`config.mk`:
```
export PLATFORM = sky130hd
export DESIGN_NAME = igr_wadj_mc_csr_intf
export DESIGN_NICKNAME = d
export VERILOG_FILES = /design/src/rtl/igr_wadj_mc_csr_intf.sv
export SDC_FILE = /design/constraint.sdc
export NUM_CORES = 1
export LEC_CHECK = 0
export BUFFER_PORTS_ARGS = -buffer_cell sky130_fd_sc_hd__buf_2
export CORE_MARGIN = 4
export CORE_UTILIZATION = 62
export CTS_CLUSTER_SIZE = 30
export DETAILED_ROUTE_END_ITERATION = 16
export GPL_TIMING_DRIVEN = 0
export PLACE_DENSITY = 0.87
export SETUP_SLACK_MARGIN = 0.4
export SLEW_MARGIN = 30
export SYNTH_ARGS = -nofsm -noshare
export SYNTH_HDL_FRONTEND = slang
export SYNTH_SLANG_ARGS = --single-unit
```
`constraint.sdc`:
```
create_clock -name clk -period 29.9 [get_ports clk]
set_clock_uncertainty 0.15 [all_clocks]
set_input_delay 8.97 -clock clk [delete_from_list [all_inputs] [get_ports clk]]
set_output_delay 8.97 -clock clk [all_outputs]
set_load 0.005 [all_outputs]
```
`src/rtl/igr_wadj_mc_csr_intf.sv`:
```
`default_nettype none
`timescale 1ns/1ps
// ============================================================================
// Module      : igr_wadj_mc_csr_intf
// Description : Multi-channel AVMM CSR slave for the ingress width adjusters.
//               Per-channel config, saturating drop counter and sticky status.
// Revision    : 1.0 - initial release
// ============================================================================
module igr_wadj_mc_csr_intf #(
    parameter int unsigned NUM_CH        = 4,
    parameter int unsigned BASE_ADDR     = 'h0,
    parameter int unsigned ADDR_WIDTH    = 8,
    parameter int unsigned DATA_WIDTH    = 32,
    parameter int unsigned THR_W         = 16,
    parameter logic [15:0] DEF_PAUSE_THR = 16'h0100,
    parameter logic [15:0] DEF_DROP_THR  = 16'h0200
) (
    input  logic                      clk,
    input  logic                      rst,
    input  logic [ADDR_WIDTH-1:0]     avmm_address,
    input  logic                      avmm_read,
    input  logic                      avmm_write,
    input  logic [DATA_WIDTH-1:0]     avmm_writedata,
    input  logic [3:0]                avmm_byteenable,
    output logic [DATA_WIDTH-1:0]     avmm_readdata,
    output logic                      avmm_readdata_valid,
    input  logic [NUM_CH-1:0]         drop_pulse,
    input  logic [NUM_CH-1:0]         pause_active,
    output logic [NUM_CH-1:0]         cfg_rx_pause_en,
    output logic [NUM_CH-1:0]         cfg_drop_en,
    output logic [NUM_CH*THR_W-1:0]   cfg_rx_pause_threshold,
    output logic [NUM_CH*THR_W-1:0]   cfg_drop_threshold
);

    localparam int unsigned           c_chw      = (NUM_CH > 1) ? $clog2(NUM_CH) : 1;
    localparam logic [ADDR_WIDTH:0]   c_base     = (ADDR_WIDTH+1)'(BASE_ADDR);
    localparam logic [ADDR_WIDTH:0]   c_span     = (ADDR_WIDTH+1)'(4*NUM_CH);
    localparam logic [31:0]           c_cnt_max  = 32'hFFFF_FFFF;
    localparam logic [31:0]           c_cnt_near = 32'hFFFF_FFFE;
    localparam logic [THR_W-1:0]      c_def_pause = DEF_PAUSE_THR[THR_W-1:0];
    localparam logic [THR_W-1:0]      c_def_drop  = DEF_DROP_THR[THR_W-1:0];

    logic [ADDR_WIDTH-1:0] r_s1_addr;
    logic                  r_s1_rd;
    logic                  r_s1_wr;
    logic [31:0]           r_s1_wdata;
    logic [3:0]            r_s1_be;
    logic [31:0]           r_rdata;
    logic                  r_rvalid;

    logic [ADDR_WIDTH:0]   w_rel;
    logic                  w_in_range;
    logic [1:0]            w_off;
    logic [c_chw-1:0]      w_ch;
    logic [31:0]           w_bmask;
    logic [31:0]           w_rdata;
    logic [31:0]           w_ch_rdata [NUM_CH];

    // Stage 1: capture the request; a simultaneous write is dropped in favour of the read.
    always_ff @(posedge clk or posedge rst) begin
        if (rst) begin
            r_s1_addr  <= '0;
            r_s1_rd    <= 1'b0;
            r_s1_wr    <= 1'b0;
            r_s1_wdata <= '0;
            r_s1_be    <= '0;
        end else begin
            r_s1_addr  <= avmm_address;
            r_s1_rd    <= avmm_read;
            r_s1_wr    <= avmm_write & ~avmm_read;
            r_s1_wdata <= 32'(avmm_writedata);
            r_s1_be    <= avmm_byteenable;
        end
    end

    // Extra MSB on the relative address catches addresses below the base.
    assign w_rel      = {1'b0, r_s1_addr} - c_base;
    assign w_in_range = ~w_rel[ADDR_WIDTH] && (w_rel < c_span);
    assign w_off      = w_rel[1:0];
    assign w_ch       = w_rel[c_chw+1:2];
    assign w_rdata    = w_in_range ? w_ch_rdata[w_ch] : 32'h0;

    for (genvar i = 0; i < 4; i++) begin : g_mask
        assign w_bmask[i*8 +: 8] = {8{r_s1_be[i]}};
    end

    for (genvar c = 0; c < NUM_CH; c++) begin : g_ch
        logic              r_pause_en;
        logic              r_drop_en;
        logic [THR_W-1:0]  r_pause_thr;
        logic [THR_W-1:0]  r_drop_thr;
        logic [31:0]       r_dropcnt;
        logic              r_st_pause;
        logic              r_st_sat;
        logic              w_hit;
        logic              w_clr;
        logic              w_wr_ctl;
        logic              w_wr_thr;
        logic              w_w1c_pause;
        logic              w_w1c_sat;
        logic              w_sat_set;
        logic [31:0]       w_thr_word;

        assign w_hit       = w_in_range && (w_ch == c_chw'(c));
        assign w_clr       = r_s1_rd && w_hit && (w_off == 2'd2);
        assign w_wr_ctl    = r_s1_wr && w_hit && (w_off == 2'd0) && r_s1_be[0];
        assign w_wr_thr    = r_s1_wr && w_hit && (w_off == 2'd1);
        assign w_w1c_pause = r_s1_wr && w_hit && (w_off == 2'd3) && r_s1_be[0] && r_s1_wdata[0];
        assign w_w1c_sat   = r_s1_wr && w_hit && (w_off == 2'd3) && r_s1_be[1] && r_s1_wdata[8];
        // A pulse that lands the count on all-ones (or finds it there) flags saturation.
        assign w_sat_set   = drop_pulse[c] && !w_clr && (r_dropcnt >= c_cnt_near);
        assign w_thr_word  = {16'(r_drop_thr), 16'(r_pause_thr)};

        always_ff @(posedge clk or posedge rst) begin
            if (rst) begin
                r_pause_en  <= 1'b0;
                r_drop_en   <= 1'b1;
                r_pause_thr <= c_def_pause;
                r_drop_thr  <= c_def_drop;
                r_dropcnt   <= '0;
                r_st_pause  <= 1'b0;
                r_st_sat    <= 1'b0;
            end else begin
                if (w_wr_ctl) begin
                    r_pause_en <= r_s1_wdata[0];
                    r_drop_en  <= r_s1_wdata[1];
                end
                if (w_wr_thr) begin
                    r_pause_thr <= (r_pause_thr & ~w_bmask[THR_W-1:0])
                                 | (r_s1_wdata[THR_W-1:0] & w_bmask[THR_W-1:0]);
                    r_drop_thr  <= (r_drop_thr & ~w_bmask[16 +: THR_W])
                                 | (r_s1_wdata[16 +: THR_W] & w_bmask[16 +: THR_W]);
                end
                if (w_clr) begin
                    r_dropcnt <= {31'h0, drop_pulse[c]};
                end else if (drop_pulse[c] && (r_dropcnt != c_cnt_max)) begin
                    r_dropcnt <= r_dropcnt + 32'h1;
                end
                r_st_pause <= pause_active[c] | (r_st_pause & ~w_w1c_pause);
                r_st_sat   <= w_sat_set | (r_st_sat & ~w_w1c_sat);
            end
        end

        assign w_ch_rdata[c] = (w_off == 2'd0) ? {30'h0, r_drop_en, r_pause_en} :
                               (w_off == 2'd1) ? w_thr_word :
                               (w_off == 2'd2) ? r_dropcnt :
                                                 {23'h0, r_st_sat, 7'h0, r_st_pause};

        assign cfg_rx_pause_en[c]                   = r_pause_en;
        assign cfg_drop_en[c]                       = r_drop_en;
        assign cfg_rx_pause_threshold[c*THR_W +: THR_W] = r_pause_thr;
        assign cfg_drop_threshold[c*THR_W +: THR_W]     = r_drop_thr;
    end

    // Stage 2 output register; out-of-range reads still return a valid zero.
    always_ff @(posedge clk or posedge rst) begin
        if (rst) begin
            r_rdata  <= '0;
            r_rvalid <= 1'b0;
        end else begin
            r_rvalid <= r_s1_rd;
            r_rdata  <= r_s1_rd ? w_rdata : 32'h0;
        end
    end

    assign avmm_readdata       = DATA_WIDTH'(r_rdata);
    assign avmm_readdata_valid = r_rvalid;

endmodule
`default_nettype wire

```
==> metrics.md <==
| Metric | Value |
|---|---|
| Worst Setup End Kind | flop |
| Final period util | 35.0% |
| Cell mode on critical path | clkbuf_1 |
| Vias in the first global route | 15100 |
| Initial antenna violation count | 2 |
| GP Congestion | 0.994 |
| DRT Pass-1 Iters | 6 |
| # nets final | approximately 1900 |
| Clock Path Buffers | 3 |
| Port Buffers | around 220 |
| Status | completed |
| Post-synth top flop | dfrtp_1 |
| IO Count | 225 |
| Clk_lat worst skew | ~530 ps |
| Sw Ratio | between 20% and 30% |
| Clk network pwr share | 43.5% |
| Die Ht | between 150 and 200 um |
| Startpoint type of the worst setup path | input port |
| Slew headroom | between 20 and 30% |
| Slew Limit Fails | 0 |
| Worst slew pin tran | 1060 ps |
| Crit path DAT | 10760 ps |
| Critical path type | in2reg |
| Internal Power | 827 uW |
| GRT Util Overall | 39.2% |
| Post-DP HPWL | 42800 um |
| Total Wirelength | ~60000 um |
| Combinational Power Share | under 10% |
| Share of layout cells above drive strength 1 | 25.8% |
| Synth cell types | 60 |
| Netlist Area Pre-Place | 16600 um^2 |
| Post_cts resized | 0 |
| Switching power | 299 uW |
| Drt via density | 7.20 |
| CTS tree | built |
| Top Family by Delay on Critical Path | simple AND/OR/NAND/NOR gates |
| Clk slew on worst S/H paths | 60 ps |
| Top post-synthesis cells by count | dfrtp_1, mux2_2, a221oi_1 |
| DRT iter0 DRCs | roughly 2200 |
| Synth Register Bits | around 350 |
| EDFF count, synth | 0 |
| Vias | 15500 |
| CTS H-tree depth | 2 |
| Crit-path max cell delay | 530 ps |
| RSZ-0062 raised after global routing | no |
| Most common cell in the netlist | dfrtp_1 |
| Cts hold-fix bufs | 0 |
| Crit path buf inv count | 2 |
| Die width | roughly 170 um |
| Sequential-to-total area share from yosys stat | 52.9% |
| Peak VDD IR | 46.1 uV |
| Final hold violations | 0 |
| Reg power frac | 48.0% |
| FP Rows | 59 |
| Pwr/cell area | 57.4 nW/um^2 |
| DP Area | 18300 um^2 |
| Area grow syn2layout | 17.9% |
| Wirelength per Cell | roughly 27 um |
| Root buffer cell | clkbuf_16 |
| CP max FO | 10 |
| Final Setup Violations | 0 |
| Worst path required time | ~30000 ps |
| Core Area | 26200 um^2 |
| FMAX | 0.0955 GHz |
| Crit path cell chain | clkbuf_1 > nand2_1 > nor2_1 > o21ai_1 > clkbuf_1 > or4_1 > a21oi_1 |
| Die Area | 29500 um^2 |
| CTS Buf Count | 37 |
| Leading cell types by total area after synthesis | dfrtp_1, mux2_2, a221oi_1 |
| Min Clock Period, post-route | between 10000 and 15000 ps |
| Clk sinks | 351 |
| DRC Markers | 0 |
| Yosys warns | 0 |
| Post-synthesis async set-or-reset flop share | 100% |
| Total gr overflow | 0 |
| Max-cap violations | 0 |
| Remaining antenna violation count | 0 |
| Syn_nets | 1589 |
| Largest net degree at the start of global routing | 82 |
| Post-synth top area share | approximately half |
| Initial core utilization | 63.4% |
| Syn_area_per_cell | approximately 11 um^2 |
| Hold Crit Class | reg2reg |
| Mapped Cells | approximately 1500 |
| Postcts setup bufs | 0 |
| Setup total negative slack | 0 ps |
| Slowest-stage cell, CP | or4_1 |
| First-pass GRT wire length | 88100 um |
| Setup slack, reg-to-reg | 25850 ps |
| Design Area, Final | 19600 um^2 |
| Yosys top cell by area | dfrtp_1 |
| Leakage | 0.00911 uW |
[through the flow]
stage / power [uW] / hold WS [ps] / util, % / worst slack, ps / std cells
global placement: 629 / 274 / 69.3 / 7790 / 2083
CTS: 1120 / 337 / 74.7 / 19490 / 2155
detailed placement: 637 / 290 / 69.8 / 18960 / 2087
finish: 1130 / 340 / 74.8 / 19430 / 2156
global route: 1150 / 355 / 74.7 / 19190 / 2155
floorplan: 589 / 243 / - / 11060 / 1525
[worst paths after layout]
path	from	end	cells after the start
worst max-delay path	drop_pulse[0]	g_ch[0].r_dropcnt[19]	7
worst min-delay path	r_s1_rd	avmm_readdata_valid	0
worst max register to register	r_s1_addr[1]	flop	8
worst min register to register	r_s1_rd	avmm_readdata_valid	0
max in group asynchronous	rst	async pin	4
min in group asynchronous	rst	async pin	2
[layer usage]
layer	part of all wire, %	vias up	GRT usage (%)
met5	0.034	-	0
met4	6.6	2	18.9
met3	13	334	12.0
met2	44	1245	59.8
met1	36	7530	51.6
li1	-	6408	-
[layout make-up]
| cell class | count | area (um^2) |
|---|---|---|
| Timing Repair Buffer | 227 | 1230 |
| Antenna cell | 1 | 2.50 |
| Tap cell | 335 | 419 |
| Buffer | 98 | 412 |
| Fill cell | 1802 | 6620 |
| Sequential cell | 351 | 8800 |
| Multi-Input combinational cell | 1060 | 7360 |
| Clock buffer | 50 | 1100 |
| Clock inverter | 18 | 204 |
| Inverter | 16 | 67.6 |
[placed cells by master (no fill, tap or decap), types with 5 or more instances in the layout]
master / Yosys / routed
dfrtp_1: 339 / 339
buf_2: 5 / 228
mux2_2: 138 / 138
a221oi_1: 119 / 119
nand2_1: 102 / 102
nor2_1: 92 / 92
a21oi_1: 84 / 84
clkbuf_1: 77 / 80
o21ai_0: 71 / 71
or4_1: 63 / 63
nand3_1: 59 / 59
or3_1: 52 / 52
nand4_1: 49 / 49
clkbuf_16: 0 / 39
o31ai_1: 25 / 25
and4_1: 24 / 24
xnor2_1: 20 / 20
and3_1: 19 / 19
inv_1: 16 / 15
o211ai_1: 14 / 14
dfstp_2: 12 / 12
nor3_1: 11 / 11
mux2i_1: 11 / 11
xor2_1: 11 / 11
nand2b_1: 10 / 10
a211oi_1: 10 / 10
and2_1: 9 / 9
clkinv_2: 0 / 9
ha_1: 8 / 8
buf_4: 8 / 8
clkbuf_8: 0 / 8
nor2b_1: 7 / 7
buf_1: 7 / 7
nor4_1: 7 / 5
a2111oi_0: 5 / 5
[power by group through the flow]
stage	combinational, uW	sequential [uW]	clock, uW
CTS	93.3	536	489
floorplan	61.9	527	0
finish	95.2	540	490
detailed placement	92.8	544	0
global route	104	541	509
global placement	86.1	543	0
[cells by family (layout without fill, tap and decap cells)]
| group | Yosys count | in the layout | synth area share, % |
|---|---|---|---|
| fa+ha+maj | 8 | 8 | 0.602 |
| other cells | 0 | 1 | 0 |
| xor+xnor | 31 | 31 | 1.63 |
| buf+inv | 114 | 409 | 2.84 |
| mux | 151 | 151 | 10.3 |
| simple gates | 515 | 515 | 17.0 |
| compound gates | 355 | 355 | 14.7 |
| flops | 351 | 351 | 52.9 |
Note: power is estimated with default switching activity, not from simulation.
